<file path="src/rtl/wb_gpio_pkg.sv">
// Shared constants for the Wishbone GPIO/LED slave: register word indices
// and the architectural register width.
package wb_gpio_pkg;

  localparam int REG_W = 8;

  localparam logic [2:0] REG_OUT   = 3'd0;
  localparam logic [2:0] REG_DIR   = 3'd1;
  localparam logic [2:0] REG_IN    = 3'd2;
  localparam logic [2:0] REG_LED   = 3'd3;
  localparam logic [2:0] REG_IEN   = 3'd4;
  localparam logic [2:0] REG_ISTAT = 3'd5;

  // Zero-extends an architectural register value onto the 32-bit data bus.
  function automatic logic [31:0] zext_reg(input logic [REG_W-1:0] v);
    return {{(32-REG_W){1'b0}}, v};
  endfunction

endpackage

</file>
<file path="src/rtl/wb_gpio_led_sync_edge.sv">
// Two-flop synchroniser for asynchronous pad inputs plus a third flop that
// flags rising edges of the synchronised value.
module gpio_sync_edge #(
  parameter int WIDTH = 8
) (
  input  logic             i_clk,
  input  logic             i_rst_n,
  input  logic [WIDTH-1:0] i_d,
  output logic [WIDTH-1:0] o_sync,
  output logic [WIDTH-1:0] o_rise
);

  logic [WIDTH-1:0] r_s1;
  logic [WIDTH-1:0] r_s2;
  logic [WIDTH-1:0] r_s3;

  // Synchroniser chain and edge-history flop
  always_ff @(posedge i_clk or negedge i_rst_n) begin
    if (!i_rst_n) begin
      r_s1 <= '0;
      r_s2 <= '0;
      r_s3 <= '0;
    end else begin
      r_s1 <= i_d;
      r_s2 <= r_s1;
      r_s3 <= r_s2;
    end
  end

  assign o_sync = r_s2;
  assign o_rise = r_s2 & ~r_s3;

endmodule

</file>
<file path="src/rtl/wb_gpio_led.sv">
// Wishbone B3 classic slave driving the LED bank and the bidirectional IO
// header, with a rising-edge interrupt collected from the IO inputs.
module wb_gpio_led
  import wb_gpio_pkg::*;
#(
  parameter int                   GPIO_WIDTH = 8,
  parameter int                   LED_WIDTH  = 4,
  parameter logic [LED_WIDTH-1:0] LED_RESET  = '0
) (
  input  logic                  wb_clk_i,
  input  logic                  wb_rst_n_i,
  input  logic [31:0]           wb_adr_i,
  input  logic [31:0]           wb_dat_i,
  input  logic [3:0]            wb_sel_i,
  input  logic                  wb_we_i,
  input  logic                  wb_cyc_i,
  input  logic                  wb_stb_i,
  output logic [31:0]           wb_dat_o,
  output logic                  wb_ack_o,
  input  logic [GPIO_WIDTH-1:0] gpio_i,
  output logic [GPIO_WIDTH-1:0] gpio_o,
  output logic [GPIO_WIDTH-1:0] gpio_oe,
  output logic [LED_WIDTH-1:0]  led_o,
  output logic                  irq_o
);

  logic [GPIO_WIDTH-1:0] r_out;
  logic [GPIO_WIDTH-1:0] r_dir;
  logic [GPIO_WIDTH-1:0] r_ien;
  logic [GPIO_WIDTH-1:0] r_istat;
  logic [LED_WIDTH-1:0]  r_led;
  logic                  r_ack;
  logic [31:0]           r_dat;
  logic                  r_irq;

  logic [GPIO_WIDTH-1:0] w_sync;
  logic [GPIO_WIDTH-1:0] w_edge;
  logic [GPIO_WIDTH-1:0] w_rise;
  logic [GPIO_WIDTH-1:0] w_clr;
  logic [GPIO_WIDTH-1:0] w_wgpio;
  logic [LED_WIDTH-1:0]  w_wled;
  logic [2:0]            w_idx;
  logic                  w_req;
  logic                  w_wr;
  logic [31:0]           w_rdata;
  logic                  w_unused;

  gpio_sync_edge #(.WIDTH(GPIO_WIDTH)) u_sync (
    .i_clk   (wb_clk_i),
    .i_rst_n (wb_rst_n_i),
    .i_d     (gpio_i),
    .o_sync  (w_sync),
    .o_rise  (w_edge)
  );

  // The !ack term forces an idle cycle after every ack, so a held strobe is
  // never accepted twice.
  assign w_req   = wb_cyc_i & wb_stb_i & ~r_ack;
  assign w_wr    = w_req & wb_we_i & wb_sel_i[0];
  assign w_idx   = wb_adr_i[4:2];
  assign w_wgpio = wb_dat_i[GPIO_WIDTH-1:0];
  assign w_wled  = wb_dat_i[LED_WIDTH-1:0];
  assign w_rise  = w_edge & r_ien;

  assign w_unused = ^{wb_adr_i[31:5], wb_adr_i[1:0], wb_sel_i[3:1], wb_dat_i};

  // Write-1-to-clear mask for the interrupt status register
  always_comb begin
    w_clr = '0;
    if (w_wr && (w_idx == REG_ISTAT)) begin
      w_clr = w_wgpio;
    end else begin
      w_clr = '0;
    end
  end

  // Read-data mux; narrow registers zero-extend onto the bus
  always_comb begin
    w_rdata = 32'h0000_0000;
    case (w_idx)
      REG_OUT:   w_rdata = zext_reg(REG_W'(r_out));
      REG_DIR:   w_rdata = zext_reg(REG_W'(r_dir));
      REG_IN:    w_rdata = zext_reg(REG_W'(w_sync));
      REG_LED:   w_rdata = zext_reg(REG_W'(r_led));
      REG_IEN:   w_rdata = zext_reg(REG_W'(r_ien));
      REG_ISTAT: w_rdata = zext_reg(REG_W'(r_istat));
      default:   w_rdata = 32'h0000_0000;
    endcase
  end

  // Control/status registers; set beats clear on ISTAT
  always_ff @(posedge wb_clk_i or negedge wb_rst_n_i) begin
    if (!wb_rst_n_i) begin
      r_out   <= '0;
      r_dir   <= '0;
      r_ien   <= '0;
      r_istat <= '0;
      r_led   <= LED_RESET;
    end else begin
      if (w_wr) begin
        case (w_idx)
          REG_OUT: r_out <= w_wgpio;
          REG_DIR: r_dir <= w_wgpio;
          REG_LED: r_led <= w_wled;
          REG_IEN: r_ien <= w_wgpio;
          default: ;
        endcase
      end
      r_istat <= (r_istat & ~w_clr) | w_rise;
    end
  end

  // Bus response and interrupt output registers
  always_ff @(posedge wb_clk_i or negedge wb_rst_n_i) begin
    if (!wb_rst_n_i) begin
      r_ack <= 1'b0;
      r_dat <= 32'h0000_0000;
      r_irq <= 1'b0;
    end else begin
      r_ack <= w_req;
      r_dat <= (w_req && !wb_we_i) ? w_rdata : 32'h0000_0000;
      r_irq <= |r_istat;
    end
  end

  assign wb_ack_o = r_ack;
  assign wb_dat_o = r_dat;
  assign irq_o    = r_irq;
  assign gpio_o   = r_out;
  assign gpio_oe  = r_dir;
  assign led_o    = r_led;

endmodule
</file>
<file path="config.mk">
export PLATFORM = sky130hd
export DESIGN_NAME = wb_gpio_led
export DESIGN_NICKNAME = d
export VERILOG_FILES = /design/src/rtl/wb_gpio_pkg.sv /design/src/rtl/wb_gpio_led_sync_edge.sv /design/src/rtl/wb_gpio_led.sv
export SDC_FILE = /design/constraint.sdc
export NUM_CORES = 1
export LEC_CHECK = 0
export BUFFER_PORTS_ARGS = -buffer_cell sky130_fd_sc_hd__buf_4
export CAP_MARGIN = 10
export CORE_MARGIN = 2
export CORE_UTILIZATION = 50
export DETAILED_ROUTE_END_ITERATION = 16
export PLACE_DENSITY = 0.92
export REMOVE_ABC_BUFFERS = 1
export SLEW_MARGIN = 15
export SYNTH_ARGS = -nofsm -noshare
export SYNTH_HDL_FRONTEND = slang
export SYNTH_SLANG_ARGS = --single-unit
</file>
<file path="constraint.sdc">
create_clock -name wb_clk_i -period 4.3 [get_ports wb_clk_i]
set_input_delay 0.215 -clock wb_clk_i [delete_from_list [all_inputs] [get_ports wb_clk_i]]
set_output_delay 0.215 -clock wb_clk_i [all_outputs]
set_load 0.05 [all_outputs]
</file>
# Word level (Yosys, flattened, before mapping)
# Index checks and enable logic that the tools add are counted.
# word_totals
ff_bits	94
in_bits	81
word_cells	39
# op_classes
n_eq_ne	5
n_reduce_logical	9
n_mux	3
bitwise_logic	11
# ops
operator	count
$pmux 8 s6	1
$mux 32	1
$and 8x8->8	3
$not 8->8	2
$mux 8	1
$or 8x8->8	1
$reduce_and 2->1	4
$reduce_or 8->1	1
$eq 3x2->1 const B	2
$eq 3x3->1 const B	2
$and 1x1->1	4
$eq 3x1->1 const B	1
$logic_not 3->1	1
$logic_and 1x1->1	2
$logic_not 1->1	1
$not 1->1	1

# Longest topological paths before layout
# Gate-level depths: netlist (run 1).
# depth
word_depth	9
depth_mapped	6

# By module
# A second synthesis (run 1) with hierarchy kept.
# unflattened
hier_cells	223
area_unflattened_um2	3025.4
# modules_own_cells
module	n_inst	cells_per_inst	area_per_inst_um2
wb_gpio_led	1	191	2314.7
gpio_sync_edge	1	32	710.7

# Least setup slack after synthesis (run 1)
# No wires, ideal clock.
# synth_timing
path_kind	reg2reg
start	register r_ack (netlist: wb_ack_o)
end	register r_out[0] (netlist: gpio_o[0])
slack_ps	2282
synth_period_minus_slack_ps	2018
stages_incl_launch_ff	5
t_arrival_ps	1893
cell_sequence	dfrtp_1 -> or4_1 -> or3_1 -> buf_6 -> mux2_4
# synth_between
elab_chain_len	5
# synth_rtl
item	line	rtl
start: declaration	wb_gpio_led.sv:32	logic r_ack;
start signal: assignment	wb_gpio_led.sv:120	r_ack <= w_req;
$not 1->1	wb_gpio_led.sv:58	assign w_req = wb_cyc_i & wb_stb_i & ~r_ack;
$and 1x1->1	wb_gpio_led.sv:58	
$and 1x1->1 (2 in a row)	wb_gpio_led.sv:59	assign w_wr = w_req & wb_we_i & wb_sel_i[0];
$reduce_and 2->1 (no line)	n/a	
end signal: assignment	wb_gpio_led.sv:102	REG_OUT: r_out <= w_wgpio;
end: declaration	wb_gpio_led.sv:27	logic [GPIO_WIDTH-1:0] r_out;
# No other way between the ends.
# A chain may end at the register's enable or synchronous reset.

# Worst setup path in the final report (run 1)
# layout_timing
start	register r_ack (netlist: wb_ack_o)
end	register r_out[6] (netlist: gpio_o[6])
# Same word-level chain as after synthesis.

==> metrics.txt, run 1 <==
unrepaired setup endpoints after global routing=false; most heavily used metal layer in global routing=met2; most frequent standard cell in the layout excluding fill and tap cells=dfrtp_1; routed len/inst=~16 um; worst setup path category=reg2reg; max-cap violations=0; post-route cell area=3630 um2; worst reg2reg endpoint=gpio_o[6]$_DFFE_PN0P_; final count of hold timing violations=0; number of synthesized flops with an enable pin=0; sequential share of the synthesized area=58.7%; port bufs=54; Layout Skew=10.1 ps; post-DP HPWL=3910 um; worst hold endpoint=gpio_o[4]$_DFFE_PN0P_; worst setup slack after layout=~2200 ps; first-pass detailed-route iteration total=4; GRT met3 Usage=under 10%; Register-to-Register Path Depth=3; DRC marker count from the first detailed-route iteration=roughly 170; number of DRC violations after detailed routing=0; layout overhead on the synthesized area=21.8%; antenna diode count=0; overall overflow remaining after global route=0; final wirelength=6120 um; status=completed; cell-by-cell listing of the critical path=or4_1 > or3_1 > mux2_4; clock sink total=70; multi-input logic area=around 1100 um2; area enclosed by the die boundary=between 6000 and 7000 um2; worst ir drop on vdd=0.277 mV; maximum clock rate=between 0.4 and 0.5 GHz; starting density of the core=between 50% and 60%; Synth area leaders=dfrtp_1, mux2_2, buf_4; final setup violating endpoints=0; total design power=1590 uW; via count normalized by instance count=5.28; ys async rst share=100%; CTS clk-pin slew, worst paths=~80 ps; Hold Crit Class=in2reg; die width=between 80 and 90 um; commonest cells after routing, fill and taps aside=dfrtp_1, buf_4, nand2_1, mux2_2, conb_1; maximum number of pins on one net before global-route repair=71; Filler Cell Count=~470; Critical-path top delay cell=or3_1; area share of the largest cell type after synthesis=about three fifths; final worst path period share=48.4%; worst slack after detailed placement=around 2100 ps; DRT antenna net count=0; floorplan core area=5850 um2; proportion of layout cells with a drive suffix above 1=between 30% and 40%; post-route minimum period=2080 ps; Leakage=around 0.0017 uW; Reg area=between 1500 and 2000 um2; site row count=28; source-to-sink clock delay at the later pin of the worst-skew pair=350 ps; total negative setup slack=0 ps; Mapped Avg Cell Area=between 10 and 15 um2; via count of the first global-routing pass=approximately 1900; combined buffer and inverter count along the critical path=0; Slew Limit Headroom=approximately 34%; Bufs on Longest Clock Path=2; largest incremental delay on the critical path=590 ps; Worst Setup End Kind=register; Final Max Slew Viols=0; FF-to-FF Start=wb_ack_o$_DFF_PN0_; Synthesis Warnings=0; met2 GRT Util=a little under a third; nature of the critical path startpoint=register; summed instance area of the synthesized netlist=approximately 3000 um2; Die H=81.2 um; data required time at the worst endpoint=between 4000 and 5000 ps; Power per Cell Area=approximately 440 nW/um2; I/O pin count=around 140; unique cell type count in the Yosys netlist=30; placed standard-cell area=3340 um2; data arrival time at the worst-slack endpoint=roughly 2300 ps; leading register cell type out of synthesis=dfrtp_1; Worst path top cell family by delay=simple AND/OR/NAND/NOR gates; number of placed cells counting well taps=349; CTS root buf=clkbuf_8; Hold Path Origin=wb_dat_i[4]; total number of vias=just under 2000; number of cells on the worst hold path=2; clock tree from TritonCTS=yes; global-route wire length before repair=about 9500 um; total clock buffers created by CTS=9; Synth Register Bits=70; worst slew pin tran=approximately 980 ps; Max FO, Critical Path=8; cell count after synthesis=230; worst reg2reg setup slack=2220 ps; Placer Congestion=between 0.8 and 0.9; final instance count without filler cells=374; total routing usage reported by global routing=about 20%; post-layout net count=between 300 and 400; GR met1 Demand/Resource=about a quarter; post-synth top area cell=dfrtp_1; initial antenna violation count=0; number of levels in the clock H-tree=3
synth_stat cells, types with 4 or more instances:
cell        n
dfrtp_1    70
nand2_1    27
mux2_2     26
buf_4      24
a21oi_1    13
mux2_4      8
mux2i_1     8
o2bb2ai_1   8
a211o_1     5
clkbuf_1    5
nand3b_1    4
o21ai_0     4
state kept, by name, indices dropped and copies added (netlist names):
register	flops
gpio_o	8
gpio_oe	8
r_ien	8
r_istat	8
u_sync.o_sync	8
u_sync.r_s1	8
u_sync.r_s3	8
wb_dat_o	8
led_o	4
irq_o	1
wb_ack_o	1
layer usage:
layer / up-vias / wire length [um]
met4: 0 / 46
met5: - / 0
li1: 884 / -
met3: 5 / 452
met1: 998 / 2650
met2: 86 / 2980
worst max-delay path by stage:
stage	slack (ps)	start	to	cells after the start
final	2220	wb_ack_o$_DFF_PN0_	gpio_o[6]$_DFFE_PN0P_	3
after CTS	2220	wb_ack_o$_DFF_PN0_	gpio_o[6]$_DFFE_PN0P_	3
after floorplan	2200	wb_ack_o$_DFF_PN0_	gpio_o[0]$_DFFE_PN0P_	3
after global routing	2170	wb_ack_o$_DFF_PN0_	gpio_oe[6]$_DFFE_PN0P_	3
after global placement	2160	wb_adr_i[2]	gpio_oe[6]$_DFFE_PN0P_	4
after detailed placement	2120	wb_adr_i[2]	gpio_oe[6]$_DFFE_PN0P_	4
power breakdown:
part	total, uW	internal [uW]	switching (uW)
logic	313	108	204
registers	754	712	42.0
clock network	524	281	243
per-stage QoR:
step                      utilization, %  hold WS (ps)
after floorplan                        -         -80.6
after detailed placement            57.2           326
after CTS                           62.1           107
after global placement              57.2           325
after global routing                62.1           111
final                               62.1           122
area by class of cell:
cell class                 count  area share [%]
sequential                    70            48.2
clock buffer                  10            3.79
timing repair buffer          63            13.6
tap                           75            2.58
clock inverter                 6            1.69
multi-input combinational    148            29.9
inverter                       2           0.207
cell families after synthesis:
| family | Yosys count | synth area share [%] |
|---|---|---|
| AND/OR/NAND/NOR | 47 | 8.18 |
| flip-flops | 70 | 58.7 |
| other | 1 | 0.126 |
| multiplexers | 43 | 17.3 |
| buffers and inverters | 35 | 7.97 |
| AO/OA/AOI/OAI | 34 | 7.72 |
timing repair:
item,in CTS,in global routing
buffers inserted,0,0
endpoints found under the hold margin,55,0
hold buffers,9,0
gates resized for setup,0,0
(Power assumes the default switching activity.)
==> inputs of run 2 (changes only) <==
- CORE_UTILIZATION: 50 -> 42
- PLACE_DENSITY: 0.92 -> 0.84
- clock period: 4.3 -> 1.9 ns (I/O delays scaled with it)
==> run 2 against run 1 <==
Net effect: clock-buffer cell count stayed put; power increased by 140%; sequential share of layout area shrank 2.2 points; routed wire length increased by 7.0%; design area increased by 4.9%; sequential power rose by 130%; largest cell class unchanged; largest power group unchanged; highest routed layer unchanged.
==> metrics.txt, run 2 (synthesis results as in run 1) <==
via count of the first global-routing pass=2050 (was 1877); status=completed (unchanged); total design power=3760 uW (was 1590 uW); number of DRC violations after detailed routing=0 (unchanged); Bufs on Longest Clock Path=2 (unchanged); number of placed cells counting well taps=382 (was 349); worst reg2reg setup slack=40 ps (was 2220 ps); number of levels in the clock H-tree=3 (unchanged); maximum number of pins on one net before global-route repair=71 (unchanged); data required time at the worst endpoint=2130 ps (was 4530 ps); overall overflow remaining after global route=0 (unchanged); met2 GRT Util=27.4% (was 30.8%); Worst Setup End Kind=register (unchanged); worst setup slack after layout=37.9 ps (was 2220 ps); Register-to-Register Path Depth=4 (was 3); Placer Congestion=0.808 (was 0.826); GR met1 Demand/Resource=24.2% (was 26.7%); floorplan core area=6830 um2 (was 5850 um2); routed len/inst=16.0 um (was 16.4 um); final count of hold timing violations=0 (unchanged); starting density of the core=43.7% (was 51.0%); most heavily used metal layer in global routing=met2 (unchanged); DRC marker count from the first detailed-route iteration=229 (was 172); worst hold endpoint=gpio_o[5]$_DFFE_PN0P_ (was gpio_o[4]$_DFFE_PN0P_); antenna diode count=0 (unchanged); GRT met3 Usage=5.78% (was 7.44%); final worst path period share=98.0% (was 48.4%); post-DP HPWL=4490 um (was 3910 um); worst slew pin tran=867 ps (was 980 ps); number of buffers added for setup after CTS=0 (unchanged); worst ir drop on vdd=0.352 mV (was 0.277 mV); Hold Crit Class=in2reg (unchanged); Die H=88.3 um (was 81.2 um); Worst path top cell family by delay=simple AND/OR/NAND/NOR gates (unchanged); initial antenna violation count=0 (unchanged); maximum clock rate=0.537 GHz (was 0.481 GHz); worst setup path category=reg2reg (unchanged); area enclosed by the die boundary=7790 um2 (was 6600 um2); CTS root buf=clkbuf_8 (unchanged); cell-by-cell listing of the critical path=or4_4 > or3_4 > buf_4 > mux2_4 (was or4_1 > or3_1 > mux2_4); post-route minimum period=1860 ps (was 2080 ps); die width=88.3 um (was 81.2 um); FF-to-FF Start=wb_ack_o$_DFF_PN0_ (unchanged); clock sink total=70 (unchanged); post-layout net count=390 (was 375); final instance count without filler cells=410 (was 374); Max FO, Critical Path=4 (was 8); source-to-sink clock delay at the later pin of the worst-skew pair=340 ps (was 350 ps); most frequent standard cell in the layout excluding fill and tap cells=dfrtp_1 (unchanged); CTS clk-pin slew, worst paths=80 ps (about the same); layout overhead on the synthesized area=27.7% (was 21.8%); Slew Limit Headroom=42.2% (was 34.1%); proportion of layout cells with a drive suffix above 1=38.5% (was 36.1%); Critical-path top delay cell=or4_4 (was or3_1); data arrival time at the worst-slack endpoint=2090 ps (was 2310 ps); combined buffer and inverter count along the critical path=1 (was 0); site row count=30 (was 28); commonest cells after routing, fill and taps aside=dfrtp_1, buf_4, nand2_1, mux2_2, conb_1 (unchanged); total routing usage reported by global routing=18.0% (was 20.0%); first-pass detailed-route iteration total=4 (unchanged); Leakage=0.00181 uW (was 0.00173 uW); global-route wire length before repair=10300 um (was 9520 um); max-cap violations=0 (unchanged); Power per Cell Area=986 nW/um2 (was 438 nW/um2); I/O pin count=135 (unchanged); Final Max Slew Viols=0 (unchanged); Layout Skew=6.45 ps (was 10.1 ps); number of cells on the worst hold path=2 (unchanged); worst slack after detailed placement=25.0 ps (was 2120 ps); total number of vias=2009 (was 1973); nature of the critical path startpoint=register (unchanged); Hold Path Origin=wb_dat_i[5] (was wb_dat_i[4]); DRT antenna net count=0 (unchanged); port bufs=54 (unchanged); final wirelength=6550 um (was 6120 um); worst reg2reg endpoint=gpio_o[5]$_DFFE_PN0P_ (was gpio_o[6]$_DFFE_PN0P_); largest incremental delay on the critical path=530 ps (was 590 ps); via count normalized by instance count=4.90 (was 5.28); final setup violating endpoints=0 (unchanged); final hold slack=18.0 ps (was 122 ps); clock tree from TritonCTS=yes (unchanged); Filler Cell Count=592 (was 471); total clock buffers created by CTS=9 (unchanged); unrepaired setup endpoints after global routing=false (unchanged)
[run 2: cell types whose count changed in the layout (fill, tap and decap cells not counted), sizes merged]
cell	change
clkinv	-2
dlygate4sd3	+3
buf	+12
clkinvlp	+1
bufinv	+1
[run 2: timing repair]
| item | CTS | global route |
|---|---|---|
| endpoints found under the hold margin | 82 | 0 |
| endpoints found under the setup margin | 0 | 8 |
| hold buffers | 12 | 0 |
| gates resized for setup | 0 | 3 |
[run 2: worst reg2reg max path: cells and delay by family, from the launching register on]
family,cells,cell delay (ps)
buffers and inverters,1,170
AND/OR/NAND/NOR,2,880
flip-flops,1,410
multiplexers,1,290
[run 2: layout make-up]
type | count | area (um2) | share of cell area [%]
clock buffer | 10 | 138 | 3.61
clock inverter | 6 | 85.1 | 2.23
inverter | 2 | 7.51 | 0.197
multi-input combinational | 148 | 1090 | 28.6
sequential | 70 | 1750 | 46.0
tap | 96 | 120 | 3.15
timing repair buffer | 78 | 619 | 16.3
[run 2: worst max-delay path by stage]
stage,startpoint,to,slack (ps),cells past startpoint
after floorplan,wb_ack_o$_DFF_PN0_,gpio_o[0]$_DFFE_PN0P_,-200,3
after global placement,wb_ack_o$_DFF_PN0_,gpio_o[1]$_DFFE_PN0P_,60,4
after detailed placement,wb_ack_o$_DFF_PN0_,gpio_o[0]$_DFFE_PN0P_,20,4
after CTS,wb_ack_o$_DFF_PN0_,gpio_o[1]$_DFFE_PN0P_,10,4
after global routing,wb_ack_o$_DFF_PN0_,gpio_o[5]$_DFFE_PN0P_,8,4
final,wb_ack_o$_DFF_PN0_,gpio_o[5]$_DFFE_PN0P_,40,4
[run 2: metrics by stage]
stage / area, um2 / util, % / setup TNS [ps]
2_1_floorplan: 2840 / - / -1830
3_3_place_gp: 3450 / 50.6 / 0
3_5_place_dp: 3450 / 50.6 / 0
4_1_cts: 3800 / 55.6 / 0
5_1_grt: 3810 / 55.8 / 0
6_report: 3810 / 55.8 / 0
[run 2: power by group]
part           internal [uW]  switching, uW
logic                    256            469
clock network            770            558
registers               1610           94.7
total                   2640           1120
[run 2: per-layer routing]
layer | share of wire (%) | wire length (um)
met2 | 48 | 3120
met4 | 1.5 | 100
met1 | 43 | 2840
met5 | 0 | 0
met3 | 7.5 | 491
==> inputs of run 3 (changes only) <==
- ABC_AREA: not set -> 1
- HOLD_SLACK_MARGIN: not set -> 0.1
==> run 3 against run 2 <==
Net effect: register-to-register slack gained 410 ps; non-clock buffer count shrank 4; sequential cell count is the same; critical endpoint is now r_ien[7]$_DFFE_PN0P_; largest power group unchanged; first-iteration DRC count shrank 24%; synthesized area shrank 0.34%; critical path type unchanged.
==> metrics.txt, run 3 <==
number of cells on the worst hold path=3 (was 2); number of gates given a new drive strength after cts=0 (unchanged); register share of total power=49.2% (was 45.4%); final worst path period share=76.6% (was 98.0%); number of levels in the clock H-tree=3 (unchanged); top cells by instance count after synthesis=dfrtp_1, nand2_1, o21ai_1 (was dfrtp_1, nand2_1, mux2_2); final setup violating endpoints=0 (unchanged); antenna diode count=0 (unchanged); ys async rst share=100% (unchanged); area share of the largest cell type after synthesis=58.9% (was 58.7%); fraction of power spent switching nets=31.5% (was 29.9%); starting density of the core=43.5% (was 43.7%); site row count=30 (unchanged); die width=88.1 um (was 88.3 um); max-cap violations=0 (unchanged); final wirelength=6210 um (was 6550 um); Hold Crit Class=in2reg (unchanged); Synth area leaders=dfrtp_1, nand2_1, buf_4 (was dfrtp_1, mux2_2, buf_4); worst ir drop on vdd=0.438 mV (was 0.352 mV); CTS root buf=clkbuf_8 (unchanged); via count of the first global-routing pass=2112 (was 2050); number of synthesized flops with an enable pin=0 (unchanged); I/O pin count=135 (unchanged); Worst path top cell family by delay=simple AND/OR/NAND/NOR gates (unchanged); Slew Limit Headroom=42.4% (was 42.2%); layout overhead on the synthesized area=24.6% (was 27.7%); data arrival time at the worst-slack endpoint=1700 ps (was 2090 ps); routed len/inst=13.1 um (was 16.0 um); Critical-path top delay cell=dfrtp_1 (was or4_4); worst reg2reg setup slack=440 ps (was 40 ps); DRT antenna net count=0 (unchanged); cell-internal power=2370 uW (was 2640 uW); Register-to-Register Path Depth=5 (was 4); source-to-sink clock delay at the later pin of the worst-skew pair=340 ps (about the same); post-layout net count=456 (was 390); post-synth top area cell=dfrtp_1 (unchanged); total clock buffers created by CTS=9 (unchanged); portion of total power attributed to combinational logic=19.5% (was 19.3%); cell-by-cell listing of the critical path=inv_1 > nand3_1 > nor2_4 > nand3_2 > o21ai_1 (was or4_4 > or3_4 > buf_4 > mux2_4); number of DRC violations after detailed routing=0 (unchanged); overall overflow remaining after global route=0 (unchanged); worst reg2reg endpoint=r_ien[7]$_DFFE_PN0P_ (was gpio_o[5]$_DFFE_PN0P_); total negative setup slack=0 ps (unchanged); maximum clock rate=0.687 GHz (was 0.537 GHz); net switching component of the power=1090 uW (was 1120 uW); global-route wire length before repair=10100 um (was 10300 um); sequential share of the synthesized area=58.9% (was 58.7%); largest incremental delay on the critical path=380 ps (was 530 ps); post-route minimum period=1460 ps (was 1860 ps); worst hold endpoint=wb_dat_o[7]$_DFF_PN0_ (was gpio_o[5]$_DFFE_PN0P_); worst slew pin tran=863 ps (was 867 ps); area enclosed by the die boundary=7770 um2 (was 7790 um2); Layout Skew=5.47 ps (was 6.45 ps); Die H=88.1 um (was 88.3 um); unrepaired setup endpoints after global routing=false (unchanged); part of the power in the clock network=31.3% (was 35.3%); Mapped Avg Cell Area=9.81 um2 (was 13.0 um2); initial antenna violation count=0 (unchanged); first-pass detailed-route iteration total=5 (was 4); floorplan core area=6830 um2 (unchanged); total routing usage reported by global routing=17.0% (was 18.0%); commonest cells after routing, fill and taps aside=dfrtp_1, nand2_1, buf_4, o21ai_1, conb_1 (was dfrtp_1, buf_4, nand2_1, mux2_2, conb_1); cell count after synthesis=303 (was 230); leading register cell type out of synthesis=dfrtp_1 (unchanged); Hold Path Origin=wb_we_i (was wb_dat_i[5]); Leakage=0.00178 uW (was 0.00181 uW); final count of hold timing violations=0 (unchanged); Synthesis Warnings=0 (unchanged); via count normalized by instance count=4.90 (about the same); dominant cell by count in the synthesized netlist=dfrtp_1 (unchanged); data required time at the worst endpoint=2140 ps (was 2130 ps); CTS clk-pin slew, worst paths=70 ps (was 80 ps); most frequent standard cell in the layout excluding fill and tap cells=dfrtp_1 (unchanged); summed instance area of the synthesized netlist=2970 um2 (was 2980 um2); Worst Setup End Kind=register (unchanged); Bufs on Longest Clock Path=2 (unchanged); port bufs=54 (unchanged); Max FO, Critical Path=16 (was 4); unique cell type count in the Yosys netlist=24 (was 30); proportion of layout cells with a drive suffix above 1=21.7% (was 38.5%); Placer Congestion=0.845 (was 0.808); Filler Cell Count=598 (was 592); combined buffer and inverter count along the critical path=1 (unchanged); clock sink total=70 (unchanged); Synth Register Bits=70 (unchanged); Final Max Slew Viols=0 (unchanged); Power per Cell Area=933 nW/um2 (was 986 nW/um2); clock tree from TritonCTS=yes (unchanged); post-DP HPWL=4240 um (was 4490 um); maximum number of pins on one net before global-route repair=71 (unchanged); nature of the critical path startpoint=register (unchanged); FF-to-FF Start=wb_ack_o$_DFF_PN0_ (unchanged); worst setup path category=reg2reg (unchanged); post-layout utilization of the core=54.2% (was 55.8%); total number of vias=2323 (was 2009); status=completed (unchanged); DRC marker count from the first detailed-route iteration=174 (was 229)
## run 3: changes by cell type in the layout (fill, tap and decap cells not counted), moves of 8 or more
cell and delta:
mux2i_1 -8, nor2_1 +9, inv_1 +15, mux2_2 -26, mux2_4 -8, o21ai_1 +29, buf_4 -10, nand4_1 +20
a21oi_1 -9, o2bb2ai_1 -8, nand3_1 +15, nand2_1 +40
## run 3: final cells by class
class	count	area, um2	area share, %
flip-flops and latches	70	1750	47.3
multi-input cells	203	988	26.7
repair buffers	74	603	16.3
clock buffers	13	169	4.56
well taps	96	120	3.24
inverters	17	66.3	1.79
clock inverters	1	5.00	0.135
## run 3: how the worst max path moves through the flow
stage                     depth (start not counted)  slack, ps                from                    to
after CTS                                         6        460  wb_ack_o$_DFF_PN0_  r_ien[7]$_DFFE_PN0P_
after detailed placement                          6        470  wb_ack_o$_DFF_PN0_  r_ien[7]$_DFFE_PN0P_
after global placement                            6        520  wb_ack_o$_DFF_PN0_  r_ien[4]$_DFFE_PN0P_
after floorplan                                   6        450  wb_ack_o$_DFF_PN0_  r_ien[0]$_DFFE_PN0P_
final                                             5        440  wb_ack_o$_DFF_PN0_  r_ien[7]$_DFFE_PN0P_
after global routing                              6        330  wb_ack_o$_DFF_PN0_  r_ien[2]$_DFFE_PN0P_
## run 3: logic make-up (layout without fill, tap and decap cells)
kind of cell	after synthesis	after routing	share of synthesized area (%)
other cells	1	24	0.126
simple gates	139	139	23.5
flops	70	70	58.9
buf+inv	53	105	10.7
compound gates	40	40	6.73
## run 3: layer usage
| layer | vias to the layer above | track usage [%] | part of all wire (%) |
|---|---|---|---|
| met3 | 12 | 6.03 | 6.9 |
| met2 | 115 | 25.3 | 48 |
| met5 | - | 0 | 0 |
| met4 | 0 | 6.20 | 1.5 |
| met1 | 1092 | 23.0 | 44 |
| li1 | 1104 | - | - |
## run 3: power groups by stage
stage          clock network [uW]  registers (uW)  logic [uW]
3_5_place_dp                    0            1730         645
5_1_grt                      1180            1710         726
6_report                     1080            1700         675
2_1_floorplan                   0            1890         244
4_1_cts                      1100            1700         677
3_3_place_gp                    0            1720         630
## run 3: repair_timing
action	CTS	global route
buffers inserted	0	0
hold buffers	19	0
endpoints found under the hold margin	103	0
endpoints found under the setup margin	0	0
## run 3: worst register-to-register path, cell delays in order, from the launching register on
cell     delay, ps
dfrtp_1        380
inv_1           50
nand3_1        130
nor2_4         200
nand3_2        320
o21ai_1        290
## run 3: per-stage QoR
step / area (um2) / instances / setup slack [ps] / total power (uW) / hold WS, ps
after global routing: 3700 / 474 / 331 / 3630 / 129
after CTS: 3700 / 474 / 457 / 3470 / 121
final: 3700 / 474 / 445 / 3460 / 134
after floorplan: 2810 / 290 / 447 / 2130 / -201
after detailed placement: 3340 / 441 / 467 / 2370 / 206
after global placement: 3340 / 441 / 525 / 2350 / 205
